File: config.mk
export PLATFORM = sky130hd
export DESIGN_NAME = axi_req_ctrl_flat
export DESIGN_NICKNAME = d
export VERILOG_FILES = /design/src/rtl/axi_req_ctrl_if.sv /design/src/rtl/axi_req_ctrl.sv /design/src/flat_wrapper.sv
export SDC_FILE = /design/constraint.sdc
export NUM_CORES = 1
export LEC_CHECK = 0
export BUFFER_PORTS_ARGS = -buffer_cell sky130_fd_sc_hd__buf_2
export CAP_MARGIN = 20
export CORE_MARGIN = 8
export CORE_UTILIZATION = 46
export DETAILED_ROUTE_END_ITERATION = 7
export PLACE_DENSITY = 0.81
export SYNTH_ARGS = -nofsm -noshare
export SYNTH_HDL_FRONTEND = slang
export SYNTH_SLANG_ARGS = --single-unit
File: constraint.sdc
create_clock -name clk -period 3.8 [get_ports clk]
set_clock_uncertainty 0.1 [all_clocks]
set_input_delay 0.95 -clock clk [delete_from_list [all_inputs] [get_ports clk]]
set_output_delay 0.95 -clock clk [all_outputs]
set_load 0.005 [all_outputs]
File: src/rtl/axi_req_ctrl_if.sv
// Handshake bundle observed by axi_req_ctrl: master-side and slave-side AXI
// channel valid/ready/last signals plus the write burst length.
interface axi_req_ctrl_if #(
    parameter int unsigned LEN_W = 8
);
    logic             m_awvalid;
    logic             m_arvalid;
    logic [LEN_W-1:0] m_awlen;
    logic             m_wvalid;
    logic             m_wlast;
    logic             m_bready;
    logic             m_rready;
    logic             s_awready;
    logic             s_arready;
    logic             s_wready;
    logic             s_bvalid;
    logic             s_rvalid;
    logic             s_rlast;

    // Environment side: drives every handshake signal.
    modport master (
        output m_awvalid, m_arvalid, m_awlen, m_wvalid, m_wlast, m_bready, m_rready,
        output s_awready, s_arready, s_wready, s_bvalid, s_rvalid, s_rlast
    );

    // Controller side: only observes the handshakes.
    modport slave (
        input m_awvalid, m_arvalid, m_awlen, m_wvalid, m_wlast, m_bready, m_rready,
        input s_awready, s_arready, s_wready, s_bvalid, s_rvalid, s_rlast
    );
endinterface

File: src/rtl/axi_req_ctrl.sv
// Per-master AXI request controller: arbitrates for the bus, steers channel enables
// and pulses endtrans. Optional burst-length check enabled by AXI_REQ_BEAT_CHECK_EN.
module axi_req_ctrl #(
    parameter logic [1:0]  MST_ID = 2'b01,
    parameter int unsigned LEN_W  = 8
) (
    input  logic                 clk,
    input  logic                 rstn,
    axi_req_ctrl_if.slave        bus,
    input  logic [1:0]           mas_sel,
    output logic                 sel_m,
    output logic                 endtrans,
    output logic                 aw_en,
    output logic                 ar_en,
    output logic                 w_en,
    output logic                 busy,
    output logic                 len_err
);

    typedef enum logic [2:0] {
        IDLE, REQ, WADDR, WDATA, WRESP, RADDR, RDATA, DONE
    } state_e;

    state_e state_q, state_d;
    logic   dir_wr_q, dir_wr_d;
    logic   sel_m_q, sel_m_d;
    logic   endtrans_q, endtrans_d;
    logic   aw_en_q, aw_en_d;
    logic   ar_en_q, ar_en_d;
    logic   w_en_q, w_en_d;
    logic   busy_q, busy_d;

    logic aw_hs_c, ar_hs_c, w_hs_c, b_hs_c, r_last_hs_c;

    assign aw_hs_c     = bus.m_awvalid & bus.s_awready;
    assign ar_hs_c     = bus.m_arvalid & bus.s_arready;
    assign w_hs_c      = bus.m_wvalid  & bus.s_wready;
    assign b_hs_c      = bus.s_bvalid  & bus.m_bready;
    assign r_last_hs_c = bus.s_rvalid  & bus.m_rready & bus.s_rlast;

`ifdef AXI_REQ_BEAT_CHECK_EN
    localparam int unsigned CNT_W = LEN_W + 1;

    logic [LEN_W-1:0] len_q, len_d;
    logic [CNT_W-1:0] beat_q, beat_d;
    logic [CNT_W-1:0] beat_inc_c;
    logic [CNT_W-1:0] beats_exp_c;
    logic             len_err_q, len_err_d;

    // Counter saturates at all-ones so an overlong burst can never alias a legal length.
    assign beat_inc_c  = (&beat_q) ? beat_q : beat_q + CNT_W'(1);
    assign beats_exp_c = CNT_W'(len_q) + CNT_W'(1);
    assign len_err     = len_err_q;
`else
    logic unused_awlen;

    assign unused_awlen = ^bus.m_awlen;
    assign len_err      = 1'b0;
`endif

    // Next-state and registered-output decode.
    always_comb begin
        state_d  = state_q;
        dir_wr_d = dir_wr_q;
`ifdef AXI_REQ_BEAT_CHECK_EN
        len_d     = len_q;
        beat_d    = beat_q;
        len_err_d = len_err_q;
`endif

        unique case (state_q)
            IDLE: begin
                if (bus.m_awvalid | bus.m_arvalid) begin
                    state_d  = REQ;
                    dir_wr_d = bus.m_awvalid;
                end
            end
            REQ: begin
                if (mas_sel == MST_ID) begin
                    state_d = dir_wr_q ? WADDR : RADDR;
                end
            end
            WADDR: begin
                if (aw_hs_c) begin
                    state_d = WDATA;
`ifdef AXI_REQ_BEAT_CHECK_EN
                    len_d  = bus.m_awlen;
                    beat_d = '0;
`endif
                end
            end
            WDATA: begin
                if (w_hs_c) begin
`ifdef AXI_REQ_BEAT_CHECK_EN
                    beat_d = beat_inc_c;
                    if (bus.m_wlast && (beat_inc_c != beats_exp_c)) begin
                        len_err_d = 1'b1;
                    end
`endif
                    if (bus.m_wlast) begin
                        state_d = WRESP;
                    end
                end
            end
            WRESP: begin
                if (b_hs_c) begin
                    state_d = DONE;
                end
            end
            RADDR: begin
                if (ar_hs_c) begin
                    state_d = RDATA;
                end
            end
            RDATA: begin
                if (r_last_hs_c) begin
                    state_d = DONE;
                end
            end
            DONE: begin
                state_d = IDLE;
            end
            default: begin
                state_d = IDLE;
            end
        endcase

        // Outputs are decoded from the next state so they are flops yet track the state register.
        sel_m_d    = (state_d == REQ);
        endtrans_d = (state_d == DONE);
        aw_en_d    = (state_d == WADDR);
        ar_en_d    = (state_d == RADDR);
        w_en_d     = (state_d == WDATA);
        busy_d     = (state_d != IDLE);
    end

    always_ff @(posedge clk or negedge rstn) begin
        if (!rstn) begin
            state_q    <= IDLE;
            dir_wr_q   <= 1'b0;
            sel_m_q    <= 1'b0;
            endtrans_q <= 1'b0;
            aw_en_q    <= 1'b0;
            ar_en_q    <= 1'b0;
            w_en_q     <= 1'b0;
            busy_q     <= 1'b0;
        end else begin
            state_q    <= state_d;
            dir_wr_q   <= dir_wr_d;
            sel_m_q    <= sel_m_d;
            endtrans_q <= endtrans_d;
            aw_en_q    <= aw_en_d;
            ar_en_q    <= ar_en_d;
            w_en_q     <= w_en_d;
            busy_q     <= busy_d;
        end
    end

`ifdef AXI_REQ_BEAT_CHECK_EN
    always_ff @(posedge clk or negedge rstn) begin
        if (!rstn) begin
            len_q     <= '0;
            beat_q    <= '0;
            len_err_q <= 1'b0;
        end else begin
            len_q     <= len_d;
            beat_q    <= beat_d;
            len_err_q <= len_err_d;
        end
    end
`endif

    assign sel_m    = sel_m_q;
    assign endtrans = endtrans_q;
    assign aw_en    = aw_en_q;
    assign ar_en    = ar_en_q;
    assign w_en     = w_en_q;
    assign busy     = busy_q;

endmodule

File: src/flat_wrapper.sv
// flat-port wrapper written by rule: the top's interface ports become plain ports
module axi_req_ctrl_flat 
#(
    parameter logic [1:0]  MST_ID = 2'b01,
    parameter int unsigned LEN_W  = 8
)
  (clk, rstn, mas_sel, sel_m, endtrans, aw_en, ar_en, w_en, busy, len_err, bus_m_awvalid, bus_m_arvalid, bus_m_awlen, bus_m_wvalid, bus_m_wlast, bus_m_bready, bus_m_rready, bus_s_awready, bus_s_arready, bus_s_wready, bus_s_bvalid, bus_s_rvalid, bus_s_rlast);
  axi_req_ctrl_if #(.LEN_W(LEN_W)) bus_i ();
  input  logic clk;
  input  logic rstn;
  input  logic [1:0] mas_sel;
  output logic sel_m;
  output logic endtrans;
  output logic aw_en;
  output logic ar_en;
  output logic w_en;
  output logic busy;
  output logic len_err;
  input wire logic [$bits(bus_i.m_awvalid)-1:0] bus_m_awvalid;
  input wire logic [$bits(bus_i.m_arvalid)-1:0] bus_m_arvalid;
  input wire logic [$bits(bus_i.m_awlen)-1:0] bus_m_awlen;
  input wire logic [$bits(bus_i.m_wvalid)-1:0] bus_m_wvalid;
  input wire logic [$bits(bus_i.m_wlast)-1:0] bus_m_wlast;
  input wire logic [$bits(bus_i.m_bready)-1:0] bus_m_bready;
  input wire logic [$bits(bus_i.m_rready)-1:0] bus_m_rready;
  input wire logic [$bits(bus_i.s_awready)-1:0] bus_s_awready;
  input wire logic [$bits(bus_i.s_arready)-1:0] bus_s_arready;
  input wire logic [$bits(bus_i.s_wready)-1:0] bus_s_wready;
  input wire logic [$bits(bus_i.s_bvalid)-1:0] bus_s_bvalid;
  input wire logic [$bits(bus_i.s_rvalid)-1:0] bus_s_rvalid;
  input wire logic [$bits(bus_i.s_rlast)-1:0] bus_s_rlast;
  assign bus_i.m_awvalid = bus_m_awvalid;
  assign bus_i.m_arvalid = bus_m_arvalid;
  assign bus_i.m_awlen = bus_m_awlen;
  assign bus_i.m_wvalid = bus_m_wvalid;
  assign bus_i.m_wlast = bus_m_wlast;
  assign bus_i.m_bready = bus_m_bready;
  assign bus_i.m_rready = bus_m_rready;
  assign bus_i.s_awready = bus_s_awready;
  assign bus_i.s_arready = bus_s_arready;
  assign bus_i.s_wready = bus_s_wready;
  assign bus_i.s_bvalid = bus_s_bvalid;
  assign bus_i.s_rvalid = bus_s_rvalid;
  assign bus_i.s_rlast = bus_s_rlast;
  axi_req_ctrl #(.MST_ID(MST_ID), .LEN_W(LEN_W)) u_core (.clk(clk), .rstn(rstn), .bus(bus_i), .mas_sel(mas_sel), .sel_m(sel_m), .endtrans(endtrans), .aw_en(aw_en), .ar_en(ar_en), .w_en(w_en), .busy(busy), .len_err(len_err));
endmodule
==> results of run 1 <==
-- per-stage QoR --
step                cell area [um^2]  cells  hold slack [ns]
global route                     711     98            0.448
detailed placement               688     95            0.448
finish                           711     98            0.443
floorplan                        599     63            0.403
global placement                 688     95            0.426
CTS                              711     98            0.440
-- flip-flops by register name, indices dropped and copies added, names as in the netlist --
name             flops
u_core.ar_en         1
u_core.w_en          1
u_core.busy          1
u_core.sel_m         1
u_core.aw_en         1
u_core.state_q       3
u_core.endtrans      1
u_core.dir_wr_q      1
-- critical path: cells and delay by family --
family,cells,cell delay [ns]
simple gates,2,0.49
compound gates,2,0.35
buf+inv,1,0.10
-- worst paths after layout --
kind | start | end | slack (ns) | cells past startpoint
setup / recovery | mas_sel[1] | u_core.sel_m | 1.97 | 5
hold / removal | rstn | u_core.aw_en | 0.44 | 1
setup reg to reg | u_core.state_q[0] | u_core.sel_m | 2.18 | 4
hold reg to reg | u_core.dir_wr_q | u_core.dir_wr_q | 0.46 | 1
max in group asynchronous | rstn | u_core.w_en | 2.96 | 1
min in group clk | u_core.dir_wr_q | u_core.dir_wr_q | 0.46 | 1
-- metal layers --
metal	part of all wire (%)	wire (um)	up-vias	track usage, %
met4	1.0	14	0	6.64
met5	0	0	-	0
met3	6.6	90	2	3.13
met2	49	666	17	16.4
li1	-	-	273	-
met1	43	592	228	13.7
-- cell type report --
class,count,area (um^2)
Clock buffer,3,22.5
Fill cell,106,542
Inverter,3,11.3
Multi-Input combinational cell,46,303
Sequential cell,10,250
Tap cell,15,18.8
Timing Repair Buffer,21,105
-- report_power, final --
| group | internal [mW] | switching, mW | total, mW |
|---|---|---|---|
| combinational | 0.108 | 0.120 | 0.228 |
| sequential | 0.149 | 0.0590 | 0.208 |
| clock | 0.0362 | 0.0299 | 0.0661 |
| total | 0.294 | 0.209 | 0.502 |
-- cell usage in the layout (no fill, tap or decap), types with 2 or more instances in the layout --
master / n
inv_1: 3
clkbuf_4: 3
dfrtp_1: 10
nand3_1: 3
nor3_1: 2
nor2_1: 4
o21ai_0: 2
nand2_1: 7
buf_2: 21
nand4_1: 2
o22ai_1: 3
a21oi_1: 4
-- logic make-up (layout without fill, tap and decap cells) --
logic type,after synthesis,after routing,share of synthesized area [%]
compound gates,16,16,20.9
buf+inv,7,27,7.72
flops,10,10,41.8
other cells,1,1,0.626
simple gates,29,29,29.0
==> flow_summary.json, run 1 <==
{
  "start_kind": "input port",
  "clock.fmax_ghz": 0.546,
  "synthesis.area_um2": 599,
  "place_congestion": 0.788,
  "crit_required_ns": 3.85,
  "grt_max_degree": 16,
  "io_buffers": 21,
  "drtIter0Drc": 9,
  "numCtsBuffers": 3,
  "coreArea_um2": 1250,
  "yosysMostFrequentCell": "dfrtp_1",
  "period_share_pct": 48.2,
  "wl_um": 1360,
  "fin_crit_ns": 1.83,
  "yosysTopAreaCell": "dfrtp_1",
  "ioPinCount": 31,
  "crit_fanout": 6,
  "cpMaxStageDelayCell": "nor3_1",
  "powerDensity_nw_per_um2": 707,
  "fin_total_pwr_mw": 0.502,
  "synth.cells.most_frequent": "10 x dfrtp_1, 7 x nand2_1, 4 x a21oi_1, 4 x nor2_1",
  "cts.sinks": 10,
  "ctsRootBufferMaster": "clkbuf_4",
  "post-route-drc-count": 0,
  "path_class": "input port to flip-flop",
  "cap_violations": 0,
  "post_cts_resize_count": 0,
  "clkTransAtPathRegs_ns": 0.06,
  "synth_area_leaders": "dfrtp_1 42%, nand2_1 4.4%, buf_6 3.8%",
  "drv_slew": 0,
  "hold_viol": 0,
  "diodes": 0,
  "end_kind": "flip-flop",
  "synth_flop_cell": "dfrtp_1",
  "syn_inst": 63,
  "area_growth_pct": 18.6,
  "drtPass1Iterations": 4,
  "dp_hpwl_um": 1070,
  "cp.arrival_ns": 1.89,
  "grt_overflow": 0,
  "ir_drop_mv": 0.276,
  "drive_gt1_share_pct": 33.7,
  "wl_per_cell_um": 13.9,
  "hp-class": "input port to asynchronous set/reset pin",
  "preCtsSetupSlack_ns": 1.71,
  "clk-insertion-delay-late_ns": 0.25,
  "dieArea_um2": 2710,
  "rsz0062_at_grt": "false",
  "yosys.cell_types.count": 32,
  "grt_pass1_wl_um": 2260,
  "timing.setup.tns_ns": 0,
  "grt.total_usage_pct": 11.0,
  "leakage_nw": 0.348,
  "status": "completed",
  "die_x_um": 52.1,
  "slowest_delay_ns": 0.30,
  "post_cts_buffers": 0,
  "ys_seq_area_share_pct": 41.8,
  "antenna_found_initial": 0,
  "htree_levels": 1,
  "initial_utilization_pct": 47.9,
  "drt.antenna.violating_nets": 0,
  "cts_tree": "built",
  "avgSynthCellArea_um2": 9.51,
  "detail_route.vias_per_cell": 5.31,
  "grt_pass1_vias": 517,
  "fin_util_pct": 56.7,
  "final_nets": 109,
  "yosys_warnings": 0,
  "synth_top_area_share_pct": 41.8,
  "ys_seq_elements": 10,
  "num_rows": 13,
  "via_count": 520,
  "worstPathCellList": "buf_2 > and3b_1 > nor3_1 > o31ai_4 > a211oi_2",
  "synthesis.nets": 87,
  "synth_edf_count": 0,
  "finalSetupViolCount": 0,
  "cts.path.max_buffers": 2,
  "die_height_um": 52.1,
  "async_flop_share_pct": 100,
  "cts_hold_buf": 0,
  "finalWorstSetupSlack_ns": 1.97
}
(Power assumes the default switching activity.)
==> run 2: changes to the inputs <==
--- a/config.mk
+++ b/config.mk
@@ -8,9 +8,9 @@
 export BUFFER_PORTS_ARGS = -buffer_cell sky130_fd_sc_hd__buf_2
 export CAP_MARGIN = 20
 export CORE_MARGIN = 8
-export CORE_UTILIZATION = 46
+export CORE_UTILIZATION = 38
 export DETAILED_ROUTE_END_ITERATION = 7
-export PLACE_DENSITY = 0.81
+export PLACE_DENSITY = 0.72
 export SYNTH_ARGS = -nofsm -noshare
 export SYNTH_HDL_FRONTEND = slang
 export SYNTH_SLANG_ARGS = --single-unit
==> constraint.sdc (replaced) <==
create_clock -name clk -period 1.6 [get_ports clk]
set_clock_uncertainty 0.1 [all_clocks]
set_input_delay 0.4 -clock clk [delete_from_list [all_inputs] [get_ports clk]]
set_output_delay 0.4 -clock clk [all_outputs]
set_load 0.005 [all_outputs]
==> run 2 against run 1 <==
- hold slack worse by 0.13 ns
- cell count is 4.1% higher
- core utilization is 6.7 points lower
- sequential power is 130% higher
- clock-buffer cell count is 1 higher
- clock power grew to 3.4 times the previous value
- flip-flop and latch count stayed put
- first-iteration DRC count is 56% higher
- critical endpoint is now u_core.aw_en
- largest power group unchanged
- highest routed layer unchanged
==> flow_summary.json, run 2 (synthesis results as in run 1) <==
{
  "clkTransAtPathRegs_ns": 0.07,
  "whs_ns": 0.312,
  "hold_viol": 0,
  "wl_um": 1310,
  "grt_pass1_wl_um": 2230,
  "dp_hpwl_um": 1070,
  "drt.antenna.violating_nets": 0,
  "slowest_delay_ns": 0.47,
  "grt_pass1_vias": 535,
  "drtIter0Drc": 14,
  "end_kind": "flip-flop",
  "ctsRootBufferMaster": "clkbuf_4",
  "ioPinCount": 31,
  "worstRegToRegCells": 4,
  "path_class": "flip-flop to flip-flop",
  "fillers": 141,
  "hp-class": "input port to flip-flop",
  "cts.sinks": 10,
  "cp.arrival_ns": 1.57,
  "status": "completed",
  "crit_required_ns": 1.64,
  "grt_max_degree": 16,
  "num_rows": 14,
  "largest_reg_flops": 3,
  "cap_violations": 0,
  "ir_drop_mv": 0.564,
  "die_x_um": 55.7,
  "io_buffers": 21,
  "powerDensity_nw_per_um2": 1690,
  "largest_register": "u_core.state_q",
  "post-route-drc-count": 0,
  "detail_route.vias_per_cell": 5.18,
  "start_kind": "flip-flop",
  "dieArea_um2": 3100,
  "timing.setup.tns_ns": 0,
  "final_nets": 111,
  "finalSetupViolCount": 0,
  "crit_path_start": "u_core.state_q[1]",
  "rsz0062_at_grt": "false",
  "crit_fanout": 9,
  "fin_crit_ns": 1.52,
  "worstReg2RegStart": "u_core.state_q[1]",
  "initial_utilization_pct": 40.3,
  "numCtsBuffers": 3,
  "drive_gt1_share_pct": 37.2,
  "period_share_pct": 95.1,
  "die_height_um": 55.7,
  "layout.cells.most_common_list": "21 x buf_2, 8 x dfrtp_1, 7 x nand2_1",
  "leakage_nw": 0.362,
  "htree_levels": 1,
  "grt.total_usage_pct": 8.51,
  "cts.path.max_buffers": 2,
  "drv_slew": 0,
  "via_count": 528,
  "clk-insertion-delay-late_ns": 0.26,
  "antenna_found_initial": 0,
  "coreArea_um2": 1490,
  "wl_per_cell_um": 12.8,
  "cts_tree": "built",
  "worstSetupEndpoint": "u_core.aw_en",
  "clock.fmax_ghz": 0.657,
  "drtPass1Iterations": 4,
  "grt_overflow": 0,
  "area_growth_pct": 24.4,
  "worstPathCellList": "or2_1 > o22ai_1 > a31oi_2 > and4b_1",
  "cpMaxStageDelayCell": "dfrtp_1",
  "place_congestion": 0.795,
  "diodes": 0,
  "rrSetupSlack_ns": 0.08,
  "layout_commonest_cell": "buf_2",
  "r2r_end": "u_core.aw_en"
}
run 2: cell types whose count changed in the layout (fill, tap and decap cells not counted):
| cell | before | now |
|---|---|---|
| dfrtp_2 | 0 | 2 |
| clkbuf_8 | 0 | 1 |
| buf_4 | 0 | 1 |
| dlygate4sd3_1 | 0 | 1 |
| dfrtp_1 | 10 | 8 |
run 2: timing repair:
| item | 4_1_cts | 5_1_grt |
|---|---|---|
| buffers inserted | 0 | 0 |
| endpoints found under the setup margin | 0 | 3 |
| gates resized for setup | 0 | 2 |
| hold buffers | 1 | 0 |
| endpoints found under the hold margin | 10 | 0 |
run 2: worst min path at each step:
| stage | start | endpoint | slack [ns] | cells after the start |
|---|---|---|---|---|
| finish | bus_m_awvalid | u_core.dir_wr_q | 0.31 | 2 |
| global route | bus_m_awvalid | u_core.dir_wr_q | 0.31 | 2 |
| CTS | bus_m_awvalid | u_core.dir_wr_q | 0.31 | 2 |
| detailed placement | rstn | u_core.aw_en | 0.17 | 1 |
| global placement | rstn | u_core.w_en | 0.17 | 1 |
| floorplan | rstn | u_core.ar_en | 0.004 | 0 |
run 2: cell type report:
cell class	count	area [um^2]	area share, %
multi-input combinational	46	303	40.6
sequential	10	253	33.9
timing repair buffer	23	123	16.4
clock buffer	4	36.3	4.87
tap	16	20.0	2.68
inverter	3	11.3	1.51
run 2: report_power, final:
| group | switching [mW] | internal, mW | total [mW] | leakage, nW |
|---|---|---|---|---|
| Sequential | 0.126 | 0.360 | 0.486 | 0.124 |
| Clock | 0.0841 | 0.138 | 0.222 | 0.0210 |
| Combinational | 0.282 | 0.273 | 0.555 | 0.217 |
run 2: per-layer routing:
layer,wire length (um),vias to the layer above,global-route usage [%]
li1,-,276,-
met1,660,222,10.6
met2,514,26,12.2
met3,100,4,2.05
met4,30,0,6.34
met5,0,-,0
run 2: worst max-delay path: cells and delay by family, from the launching register on:
kind / cells / cell delay (ns)
DFF: 1 / 0.47
and+or+nand+nor: 2 / 0.53
AOI/OAI and AO/OA: 2 / 0.31
run 2: metrics by stage:
stage | setup slack, ns | instances | cell area, um^2 | power [mW] | util [%]
global placement | 0.0737 | 97 | 697 | 1.03 | 46.8
floorplan | 0.207 | 63 | 599 | 0.921 | -
CTS | 0.0122 | 102 | 743 | 1.27 | 49.9
global route | 0.0267 | 102 | 746 | 1.36 | 50.1
detailed placement | 0.0218 | 97 | 697 | 1.05 | 46.8
finish | 0.0790 | 102 | 746 | 1.26 | 50.1
==> run 3: changes to the inputs <==
--- a/config.mk
+++ b/config.mk
@@ -5,12 +5,11 @@
 export SDC_FILE = /design/constraint.sdc
 export NUM_CORES = 1
 export LEC_CHECK = 0
-export BUFFER_PORTS_ARGS = -buffer_cell sky130_fd_sc_hd__buf_2
 export CAP_MARGIN = 20
-export CORE_MARGIN = 8
-export CORE_UTILIZATION = 38
+export CORE_AREA = 8 8 45 47
 export DETAILED_ROUTE_END_ITERATION = 7
-export PLACE_DENSITY = 0.72
+export DIE_AREA = 0 0 53 55
+export DONT_BUFFER_PORTS = 1
 export SYNTH_ARGS = -nofsm -noshare
 export SYNTH_HDL_FRONTEND = slang
 export SYNTH_SLANG_ARGS = --single-unit
==> constraint.sdc (replaced) <==
create_clock -name clk -period 1.4 [get_ports clk]
set_clock_uncertainty 0.1 [all_clocks]
set_input_delay 0.35 -clock clk [delete_from_list [all_inputs] [get_ports clk]]
set_output_delay 0.35 -clock clk [all_outputs]
set_load 0.005 [all_outputs]
==> run 3 against run 2 <==
- the flow now finishes with violations (negative setup slack)
- power up 58%
- first-iteration DRC count up 7.1%
- core utilization up 11 points
- cell count down 5.9%
- sequential power up 10%
- maximum frequency up 2.1%
- largest cell class unchanged
- highest routed layer unchanged
==> flow_summary.json, run 3 (synthesis results as in run 1) <==
{
  "antenna_found_initial": 0,
  "io_buffers": 0,
  "violations": "negative setup slack",
  "die_x_um": 53,
  "cap_violations": 0,
  "clockPowerShare_pct": 13.4,
  "switching_power_mw": 0.773,
  "powerDensity_nw_per_um2": 2340,
  "layout.cells.most_common_list": "12 x buf_4, 7 x nand2_1, 7 x dfrtp_1",
  "largest_register": "u_core.state_q",
  "grt_max_degree": 11,
  "place_congestion": 0.784,
  "drive_gt1_share_pct": 47.5,
  "seqPwrFrac_pct": 26.9,
  "worstReg2RegStart": "u_core.state_q[0]",
  "area_growth_pct": 42.2,
  "postPlaceCellArea_um2": 629,
  "drtIter0Drc": 15,
  "drtPass1Iterations": 4,
  "fin_util_pct": 61.6,
  "ioPinCount": 31,
  "worstSetupEndpoint": "u_core.aw_en",
  "diodes": 0,
  "cts_tree": "built",
  "clk-insertion-delay-late_ns": 0.27,
  "grt_pass1_wl_um": 2610,
  "dp_hpwl_um": 1100,
  "cts.path.max_buffers": 2,
  "grt_overflow": 0,
  "clock.fmax_ghz": 0.672,
  "path_class": "flip-flop to flip-flop",
  "wl_um": 1770,
  "num_rows": 14,
  "crit_path_start": "u_core.state_q[0]",
  "rsz0062_at_grt": "true",
  "hold_viol": 0,
  "drt.antenna.violating_nets": 0,
  "crit_required_ns": 1.46,
  "die_height_um": 55,
  "via_count": 553,
  "hp-class": "input port to flip-flop",
  "cts.sinks": 10,
  "post-route-drc-count": 0,
  "dieArea_um2": 2920,
  "pwr-share-comb_pct": 59.7,
  "period_share_pct": 106,
  "power.internal_mw": 1.22,
  "leakage_nw": 0.376,
  "timing.setup.tns_ns": -0.269,
  "end_kind": "flip-flop",
  "fin_total_pwr_mw": 1.99,
  "ctsRootBufferMaster": "clkbuf_4",
  "fillers": 115,
  "start_kind": "flip-flop",
  "numCtsBuffers": 3,
  "rrSetupSlack_ns": -0.09,
  "grt.total_usage_pct": 12.7,
  "coreArea_um2": 1380,
  "clkTransAtPathRegs_ns": 0.07,
  "detail_route.vias_per_cell": 5.76,
  "finalWorstSetupSlack_ns": -0.0892,
  "status": "finished, violations left",
  "wl_per_cell_um": 18.4,
  "fin_cells": 96,
  "slowest_delay_ns": 0.46,
  "finalInstanceArea_um2": 852,
  "drv_slew": 0,
  "r2r_end": "u_core.aw_en",
  "ir_drop_mv": 1.08,
  "cp.arrival_ns": 1.55,
  "initial_utilization_pct": 43.3,
  "min_path_cells": 1,
  "largest_reg_flops": 3,
  "grt_pass1_vias": 585,
  "fin_crit_ns": 1.49,
  "layout_commonest_cell": "buf_4",
  "preCtsSetupSlack_ns": -0.183,
  "critPathMostFrequentCell": "buf_6",
  "finalSetupViolCount": 6,
  "whs_ns": 0.122,
  "worstRegToRegCells": 5,
  "post-place-cells": 81,
  "final_nets": 105,
  "worstPathCellList": "buf_6 > buf_6 > nor3_4 > o31ai_4 > and4b_1",
  "cpMaxStageDelayCell": "dfrtp_2",
  "power.share.switching_pct": 38.8,
  "crit_fanout": 6,
  "htree_levels": 1
}
[run 3: worst min path at each step]
stage / startpoint / end / slack, ns
5_1_grt: bus_m_awvalid / u_core.dir_wr_q / 0.11
2_1_floorplan: rstn / u_core.ar_en / -0.05
3_5_place_dp: rstn / u_core.endtrans / -0.05
6_report: bus_m_awvalid / u_core.dir_wr_q / 0.12
4_1_cts: bus_m_awvalid / u_core.dir_wr_q / 0.12
3_3_place_gp: rstn / u_core.w_en / -0.05
[run 3: area by class of cell]
class                      count  area (um^2)  share of cell area, %
timing repair buffer          17          154                   18.1
inverter                       3         11.3                   1.32
sequential                    10          254                   29.8
clock buffer                   4         36.3                   4.26
tap                           16         20.0                   2.35
multi-input combinational     46          377                   44.2
[run 3: power groups by stage]
stage	sequential (mW)	clock [mW]	combinational (mW)
floorplan	0.475	0	0.577
global placement	0.574	0	0.637
detailed placement	0.580	0	0.647
CTS	0.515	0.270	1.01
global route	0.544	0.294	1.27
finish	0.535	0.267	1.19
[run 3: critical path: cells and delay by family, from the launching register on]
kind | cells | cell delay [ns]
AO/OA/AOI/OAI | 1 | 0.13
buffers and inverters | 2 | 0.26
flip-flops | 1 | 0.46
AND/OR/NAND/NOR | 2 | 0.42
[run 3: timing repair]
action                     4_1_cts  5_1_grt
gates resized for setup         12       11
setup endpoints to repair        8        9
hold endpoints to repair        10        0
pin swaps                        4        4
buffers inserted                 8        2
hold buffers                     1        0
[run 3: layer usage]
layer  track usage [%]  vias to the layer above  wire length [um]
met3              2.94                        8                94
met4              11.2                        0                63
met1              14.2                      258               738
met5                 0                        -                 0
li1                  -                      261                 -
met2              19.9                       26               871
